`config.mk`:
```
export PLATFORM = sky130hd
export DESIGN_NAME = pp_pipeline_accel_bgr_normalize_flat
export DESIGN_NICKNAME = d
export VERILOG_FILES = /design/src/rtl/pp_norm_pkg.sv /design/src/rtl/pp_pipeline_accel_bgr_normalize_if.sv /design/src/rtl/pp_norm_channel.sv /design/src/rtl/pp_pipeline_accel_bgr_normalize.sv /design/src/flat_wrapper.sv
export SDC_FILE = /design/constraint.sdc
export NUM_CORES = 2
export LEC_CHECK = 0
export ABC_AREA = 1
export BUFFER_PORTS_ARGS = -buffer_cell sky130_fd_sc_hd__buf_2
export CAP_MARGIN = 5
export CORE_MARGIN = 2
export CORE_UTILIZATION = 40
export DETAILED_ROUTE_END_ITERATION = 7
export PLACE_DENSITY = 0.61
export SYNTH_ARGS = -nofsm -noshare
export SYNTH_HDL_FRONTEND = slang
export SYNTH_SLANG_ARGS = --single-unit
```
`constraint.sdc`:
```
create_clock -name ap_clk -period 20.2 [get_ports ap_clk]
set_input_delay 0 -clock ap_clk [delete_from_list [all_inputs] [get_ports ap_clk]]
set_output_delay 0 -clock ap_clk [all_outputs]
set_load 0.02 [all_outputs]
```
`src/rtl/pp_norm_pkg.sv`:
```
// Shared constants and state type for the BGR normalize stage.
// Channel layout within a packed pixel is B, G, R from the low end.
package pp_norm_pkg;
  localparam int CH_W    = 8;
  localparam int NUM_CH  = 3;
  localparam int PIX_W   = NUM_CH * CH_W;
  localparam int SHIFT   = 7;
  localparam int DIM_W   = 16;
  localparam int SAT_MIN = -128;
  localparam int SAT_MAX = 127;
  localparam int B_OFF   = 0;
  localparam int G_OFF   = CH_W;
  localparam int R_OFF   = 2 * CH_W;

  typedef enum logic {
    S_IDLE = 1'b0,
    S_PROC = 1'b1
  } state_t;
endpackage

```
`src/rtl/pp_pipeline_accel_bgr_normalize_if.sv`:
```
// Block-level control plus the dims, input-pixel and output-pixel FIFO ports.
// The slave modport is the normalize stage's view; master is the environment's.
interface pp_pipeline_accel_bgr_normalize_if;
  import pp_norm_pkg::*;

  logic             ap_start;
  logic             ap_done;
  logic             ap_continue;
  logic             ap_idle;
  logic             ap_ready;
  logic [31:0]      rows_dout;
  logic             rows_empty_n;
  logic             rows_read;
  logic [31:0]      cols_dout;
  logic             cols_empty_n;
  logic             cols_read;
  logic [PIX_W-1:0] pix_in_dout;
  logic             pix_in_empty_n;
  logic             pix_in_read;
  logic [PIX_W-1:0] pix_out_din;
  logic             pix_out_full_n;
  logic             pix_out_write;

  modport slave (
    input  ap_start, ap_continue, rows_dout, rows_empty_n, cols_dout, cols_empty_n,
           pix_in_dout, pix_in_empty_n, pix_out_full_n,
    output ap_done, ap_idle, ap_ready, rows_read, cols_read, pix_in_read,
           pix_out_din, pix_out_write
  );

  modport master (
    output ap_start, ap_continue, rows_dout, rows_empty_n, cols_dout, cols_empty_n,
           pix_in_dout, pix_in_empty_n, pix_out_full_n,
    input  ap_done, ap_idle, ap_ready, rows_read, cols_read, pix_in_read,
           pix_out_din, pix_out_write
  );
endinterface

```
`src/rtl/pp_norm_channel.sv`:
```
// One channel of the normalize datapath: (px - mean) * scale in stage 1,
// arithmetic shift and signed 8-bit saturation in stage 2; both held when en is low.
module pp_norm_channel
  import pp_norm_pkg::*;
(
  input  logic            clk,
  input  logic            rst_n,
  input  logic            en,
  input  logic [CH_W-1:0] px,
  input  logic [CH_W-1:0] mean,
  input  logic [CH_W-1:0] scale,
  output logic [CH_W-1:0] q
);
  localparam int P_W = 2 * (CH_W + 1);
  localparam logic signed [P_W-1:0] HI = P_W'(SAT_MAX);
  localparam logic signed [P_W-1:0] LO = P_W'(SAT_MIN);

  logic signed [CH_W:0]  d;
  logic signed [P_W-1:0] p_next;
  logic signed [P_W-1:0] p_reg;
  logic signed [P_W-1:0] sh;
  logic [CH_W-1:0]       q_next;

  always_comb begin
    d      = $signed({1'b0, px}) - $signed({1'b0, mean});
    p_next = P_W'(d) * P_W'($signed({1'b0, scale}));
    // >>> on a signed value floors toward -inf, so -255 >>> 7 gives -2
    sh     = p_reg >>> SHIFT;
    if (sh > HI) begin
      q_next = HI[CH_W-1:0];
    end else if (sh < LO) begin
      q_next = LO[CH_W-1:0];
    end else begin
      q_next = sh[CH_W-1:0];
    end
  end

  always_ff @(posedge clk or negedge rst_n) begin
    if (!rst_n) begin
      p_reg <= '0;
      q     <= '0;
    end else if (en) begin
      p_reg <= p_next;
      q     <= q_next;
    end
  end
endmodule

```
`src/rtl/pp_pipeline_accel_bgr_normalize.sv`:
```
// BGR mean/scale normalize stage with ap_ctrl_chain control: accepts a frame's
// dims, streams rows*cols pixels through a 2-stage pipeline, then raises done.
module pp_pipeline_accel_bgr_normalize
  import pp_norm_pkg::*;
(
  input  logic            ap_clk,
  input  logic            ap_rst_n,
  pp_pipeline_accel_bgr_normalize_if.slave bus,
  input  logic [CH_W-1:0] mean_b,
  input  logic [CH_W-1:0] mean_g,
  input  logic [CH_W-1:0] mean_r,
  input  logic [CH_W-1:0] scale_b,
  input  logic [CH_W-1:0] scale_g,
  input  logic [CH_W-1:0] scale_r
);
  state_t           state, state_next;
  logic [DIM_W-1:0] rows_reg, cols_reg;
  logic [31:0]      total, rd_cnt, wr_cnt;
  logic [PIX_W-1:0] mean_reg, scale_reg, pix_out;
  logic             v1, v2, done_reg;
  logic             accept, complete, en, rd, wr;
  logic             unused_dims;

  assign unused_dims = ^{bus.rows_dout[31:DIM_W], bus.cols_dout[31:DIM_W]};
  assign total = 32'(rows_reg) * 32'(cols_reg);

  always_comb begin
    state_next = state;
    accept     = 1'b0;
    complete   = 1'b0;
    case (state)
      S_IDLE: if (bus.ap_start && bus.rows_empty_n && bus.cols_empty_n && !done_reg) begin
        accept     = 1'b1;
        state_next = S_PROC;
      end
      S_PROC: if (wr_cnt == total) begin
        complete   = 1'b1;
        state_next = S_IDLE;
      end
      default: state_next = S_IDLE;
    endcase
  end

  // A full output register with no room downstream freezes the whole pipeline
  assign en = !(v2 && !bus.pix_out_full_n);
  assign rd = (state == S_PROC) && bus.pix_in_empty_n && en && (rd_cnt < total);
  assign wr = v2 && bus.pix_out_full_n;

  always_ff @(posedge ap_clk or negedge ap_rst_n) begin
    if (!ap_rst_n) begin
      state     <= S_IDLE;
      rows_reg  <= '0;
      cols_reg  <= '0;
      mean_reg  <= '0;
      scale_reg <= '0;
      rd_cnt    <= '0;
      wr_cnt    <= '0;
      v1        <= 1'b0;
      v2        <= 1'b0;
      done_reg  <= 1'b0;
    end else begin
      state <= state_next;
      if (accept) begin
        rows_reg                   <= bus.rows_dout[DIM_W-1:0];
        cols_reg                   <= bus.cols_dout[DIM_W-1:0];
        mean_reg[B_OFF +: CH_W]    <= mean_b;
        mean_reg[G_OFF +: CH_W]    <= mean_g;
        mean_reg[R_OFF +: CH_W]    <= mean_r;
        scale_reg[B_OFF +: CH_W]   <= scale_b;
        scale_reg[G_OFF +: CH_W]   <= scale_g;
        scale_reg[R_OFF +: CH_W]   <= scale_r;
        rd_cnt                     <= '0;
        wr_cnt                     <= '0;
      end else begin
        if (rd) rd_cnt <= rd_cnt + 32'd1;
        if (wr) wr_cnt <= wr_cnt + 32'd1;
      end
      if (en) begin
        v1 <= rd;
        v2 <= v1;
      end
      // ap_continue wins over a completion in the same cycle
      if (bus.ap_continue)  done_reg <= 1'b0;
      else if (complete)    done_reg <= 1'b1;
    end
  end

  for (genvar gi = 0; gi < NUM_CH; gi++) begin : g_ch
    pp_norm_channel u_ch (
      .clk   (ap_clk),
      .rst_n (ap_rst_n),
      .en    (en),
      .px    (bus.pix_in_dout[gi*CH_W +: CH_W]),
      .mean  (mean_reg[gi*CH_W +: CH_W]),
      .scale (scale_reg[gi*CH_W +: CH_W]),
      .q     (pix_out[gi*CH_W +: CH_W])
    );
  end

  // Combinational outputs are gated so every output reads 0 while reset is held
  assign bus.rows_read     = ap_rst_n && accept;
  assign bus.cols_read     = ap_rst_n && accept;
  assign bus.pix_in_read   = ap_rst_n && rd;
  assign bus.pix_out_write = ap_rst_n && wr;
  assign bus.pix_out_din   = pix_out;
  assign bus.ap_done       = ap_rst_n && (done_reg || complete);
  assign bus.ap_ready      = ap_rst_n && complete;
  assign bus.ap_idle       = ap_rst_n && (state == S_IDLE) && !bus.ap_start;
endmodule

```
`src/flat_wrapper.sv`:
```
// flat-port wrapper written by rule: the top's interface ports become plain ports
module pp_pipeline_accel_bgr_normalize_flat import pp_norm_pkg::*;
  (ap_clk, ap_rst_n, mean_b, mean_g, mean_r, scale_b, scale_g, scale_r, bus_ap_start, bus_ap_continue, bus_rows_dout, bus_rows_empty_n, bus_cols_dout, bus_cols_empty_n, bus_pix_in_dout, bus_pix_in_empty_n, bus_pix_out_full_n, bus_ap_done, bus_ap_idle, bus_ap_ready, bus_rows_read, bus_cols_read, bus_pix_in_read, bus_pix_out_din, bus_pix_out_write);
  pp_pipeline_accel_bgr_normalize_if bus_i ();
  input  logic ap_clk;
  input  logic ap_rst_n;
  input  logic [CH_W-1:0] mean_b;
  input  logic [CH_W-1:0] mean_g;
  input  logic [CH_W-1:0] mean_r;
  input  logic [CH_W-1:0] scale_b;
  input  logic [CH_W-1:0] scale_g;
  input  logic [CH_W-1:0] scale_r;
  input wire logic [$bits(bus_i.ap_start)-1:0] bus_ap_start;
  input wire logic [$bits(bus_i.ap_continue)-1:0] bus_ap_continue;
  input wire logic [$bits(bus_i.rows_dout)-1:0] bus_rows_dout;
  input wire logic [$bits(bus_i.rows_empty_n)-1:0] bus_rows_empty_n;
  input wire logic [$bits(bus_i.cols_dout)-1:0] bus_cols_dout;
  input wire logic [$bits(bus_i.cols_empty_n)-1:0] bus_cols_empty_n;
  input wire logic [$bits(bus_i.pix_in_dout)-1:0] bus_pix_in_dout;
  input wire logic [$bits(bus_i.pix_in_empty_n)-1:0] bus_pix_in_empty_n;
  input wire logic [$bits(bus_i.pix_out_full_n)-1:0] bus_pix_out_full_n;
  output wire logic [$bits(bus_i.ap_done)-1:0] bus_ap_done;
  output wire logic [$bits(bus_i.ap_idle)-1:0] bus_ap_idle;
  output wire logic [$bits(bus_i.ap_ready)-1:0] bus_ap_ready;
  output wire logic [$bits(bus_i.rows_read)-1:0] bus_rows_read;
  output wire logic [$bits(bus_i.cols_read)-1:0] bus_cols_read;
  output wire logic [$bits(bus_i.pix_in_read)-1:0] bus_pix_in_read;
  output wire logic [$bits(bus_i.pix_out_din)-1:0] bus_pix_out_din;
  output wire logic [$bits(bus_i.pix_out_write)-1:0] bus_pix_out_write;
  assign bus_i.ap_start = bus_ap_start;
  assign bus_i.ap_continue = bus_ap_continue;
  assign bus_i.rows_dout = bus_rows_dout;
  assign bus_i.rows_empty_n = bus_rows_empty_n;
  assign bus_i.cols_dout = bus_cols_dout;
  assign bus_i.cols_empty_n = bus_cols_empty_n;
  assign bus_i.pix_in_dout = bus_pix_in_dout;
  assign bus_i.pix_in_empty_n = bus_pix_in_empty_n;
  assign bus_i.pix_out_full_n = bus_pix_out_full_n;
  assign bus_ap_done = bus_i.ap_done;
  assign bus_ap_idle = bus_i.ap_idle;
  assign bus_ap_ready = bus_i.ap_ready;
  assign bus_rows_read = bus_i.rows_read;
  assign bus_cols_read = bus_i.cols_read;
  assign bus_pix_in_read = bus_i.pix_in_read;
  assign bus_pix_out_din = bus_i.pix_out_din;
  assign bus_pix_out_write = bus_i.pix_out_write;
  pp_pipeline_accel_bgr_normalize u_core (.ap_clk(ap_clk), .ap_rst_n(ap_rst_n), .bus(bus_i), .mean_b(mean_b), .mean_g(mean_g), .mean_r(mean_r), .scale_b(scale_b), .scale_g(scale_g), .scale_r(scale_r));
endmodule
```
==> qor.yml <==
worst-setup-path-type: "flop to output pin"
critPathCaptureType: "output pin"
wl_per_cell_um: 14.1
finalCriticalPeriod_ns: 8.63
cts-root-buf: "clkbuf_16"
synth_cells: 3936
hold_viol: 0
period_share_pct: 42.7
grtUsageMet1_pct: 27.1
met2_usage_pct: 34.4
htree_levels: 1
seqPwrFrac_pct: 26.5
design_area_um2: 32500
die_area_um2: 74600
io_pins: 175
die-height_um: 273
cts_buffer_depth: 3
postSynthAreaPerCell_um2: 7.36
p_int_uw: 1170
power_density_nw_per_um2: 61.3
cts_sinks: 205
cts_resized: 0
syn_area_um2: 29000
relSlewSlack_pct: 25.2
synth_most_common_cell: "nand2_1"
port_buffers: 142
diodes: 0
placed_area_um2: 30500
final_nets: 4865
worst-endpoint-required_ns: 20.20
setup_tns_ns: 0
grt_first_pass_wirelength_mm: 123
drc: 0
synthTopCellsByCount: "nand2_1 (1118), inv_1 (875), fa_1 (374)"
rsz0062_at_grt: "no"
async_flop_share_pct: 100
cpPeakStageDelay_ns: 0.88
peakVddDrop_uv: 87.0
start_util_pct: 40.5
max_freq_ghz: 0.116
ys_warn_count: 0
synth_area_leaders: "fa_1 (26%), dfrtp_1 (18%), nand2_1 (14%)"
core-area_um2: 71600
grtUsageTotal_pct: 20.0
rows: 98
vias_per_cell: 4.82
tritoncts: "done"
synth_ff_type: "dfrtp_1"
synth_edf_count: 0
hold_class: "input port to async pin"
ys_seq_area_share_pct: 17.7
num_vias: 24396
clk_pin_slew_ns: 0.06
syn2layout_area_growth_pct: 12.0
setup_viol: 0
clk_latency_ns: 0.61
startpoint_type: "flop"
worst_path_max_delay_cell: "dfrtp_1"
p_clk_share_pct: 26.4
combPwrFrac_pct: 47.1
dpl.hpwl_mm: 56.9
cpMostUsedCell: "nand2_1"
status: "finished, final reports clean"
largest_reg_flops: 33
routabilityCongestion: 0.884
synth-seq-cells: 205
grt_start_max_net_pins: 113
firstDrtPassIters: 6
grt_overflow_total: 0
fin_util_pct: 45.3
critPathArrivalTime_ns: 8.63
synth_top_area_share_pct: 25.8
grt_antenna_before_repair: 0
grt_pass1_vias: 24885
syn-num-nets: 4711
drv_slew: 0
drv_cap: 0
busiest_layer: "met2"
antenna_left: 0
ys_types: 47
finClkSkew_ns: 0.0321
yosysTopAreaCell: "fa_1"
dieWidth_um: 273
drt_iter0_drc: 1371
p_sw_uw: 822
netSwitchingFraction_pct: 41.3
critPathMaxFanout: 33
drive_above_1_share_pct: 6.08
grtUsageMet3_pct: 2.22
cts_inserted_buffers: 28
tightestPinTransition_ns: 1.12
drt_wl_total_mm: 71.5
leakagePower_uw: 0.0175
[final timing paths]
check	slack, ns	end	from	depth (start not counted)
hold / removal	0.007	u_core.rows_reg[12]$_DFFE_PN0P_	ap_rst_n	2
min in group ap_clk	0.07	u_core.wr_cnt[22]$_DFFE_PN0P_	bus_cols_empty_n	6
setup / recovery	11.57	bus_pix_in_read	u_core.rows_reg[12]$_DFFE_PN0P_	30
setup reg to reg	11.78	u_core.rd_cnt[25]$_DFFE_PN0P_	u_core.rows_reg[12]$_DFFE_PN0P_	31
max in group asynchronous	19.14	u_core.rd_cnt[27]$_DFFE_PN0P_	ap_rst_n	3
hold reg to reg	0.45	u_core.v2$_DFFE_PN0N_	u_core.v1$_DFFE_PN0N_	2
[through the flow]
step | hold slack (ns) | setup WS, ns | total power, µW | instances
floorplan | -0.296 | 13.27 | 1220 | 3936
global placement | 0.0869 | 11.81 | 1440 | 4914
detailed placement | 0.0753 | 11.72 | 1460 | 4914
CTS | 0.0446 | 11.47 | 2020 | 5062
global route | 0.0475 | 10.97 | 2190 | 5062
finish | 0.00662 | 11.57 | 1990 | 5062
[repair_timing]
action                                 in CTS  in global routing
setup buffers                               0                  0
setup endpoints to repair                   0                  0
endpoints found under the hold margin     178                  0
hold buffers                               96                  0
[worst max-delay path, delay by kind of cell, from the launching register on]
family	cells	cell delay, ns
DFF	1	0.88
buffers and inverters	6	0.66
adders and majority gates	8	3.81
and+or+nand+nor	14	2.38
AOI/OAI and AO/OA	2	0.30
[power by group through the flow]
| stage | logic, µW | clock network, µW | registers (µW) |
|---|---|---|---|
| floorplan | 672 | 0 | 549 |
| global placement | 912 | 0 | 533 |
| detailed placement | 932 | 0 | 532 |
| CTS | 951 | 540 | 526 |
| global route | 1100 | 554 | 533 |
| finish | 937 | 526 | 527 |
[cells by family (layout without fill, tap and decap cells)]
kind of cell             after synthesis  count (layout)  synth area share [%]
XOR/XNOR                              74              74                  2.24
flip-flops                           205             205                  17.7
AND/OR/NAND/NOR                     1740            1740                  25.0
adder cells (fa/ha/maj)              631             631                  36.9
AO/OA/AOI/OAI                        269             269                  4.90
buffers and inverters               1017            1193                  13.2
[cells in the final DEF (no fill, tap or decap), types with 43 or more instances in the layout]
cell / Yosys / layout
inv_1: 875 / 875
o21ai_0: 132 / 132
a21oi_1: 103 / 103
fa_1: 374 / 374
dfrtp_1: 205 / 205
nand2_1: 1118 / 1118
ha_1: 257 / 257
dlygate4sd3_1: 0 / 96
nor3_1: 43 / 43
nand3_1: 176 / 175
nor2_1: 267 / 266
buf_2: 14 / 141
nand4_1: 64 / 64
xor2_1: 45 / 45
[routing by layer]
metal	vias up	share of wire (%)	wire, µm
li1	12139	-	-
met1	11656	46	32700
met2	505	48	34000
met3	96	4.3	3050
met4	0	2.5	1790
met5	-	0	0
[cell type report]
| cell class | instances | area (µm²) |
|---|---|---|
| multi-input cells | 2714 | 20000 |
| repair buffers | 249 | 1780 |
| inverters | 892 | 3350 |
| clock buffers | 33 | 759 |
| well taps | 950 | 1190 |
| clock inverters | 19 | 211 |
| fillers | 7260 | 39100 |
| flip-flops and latches | 205 | 5130 |
Power figures use the tool's default switching activity.
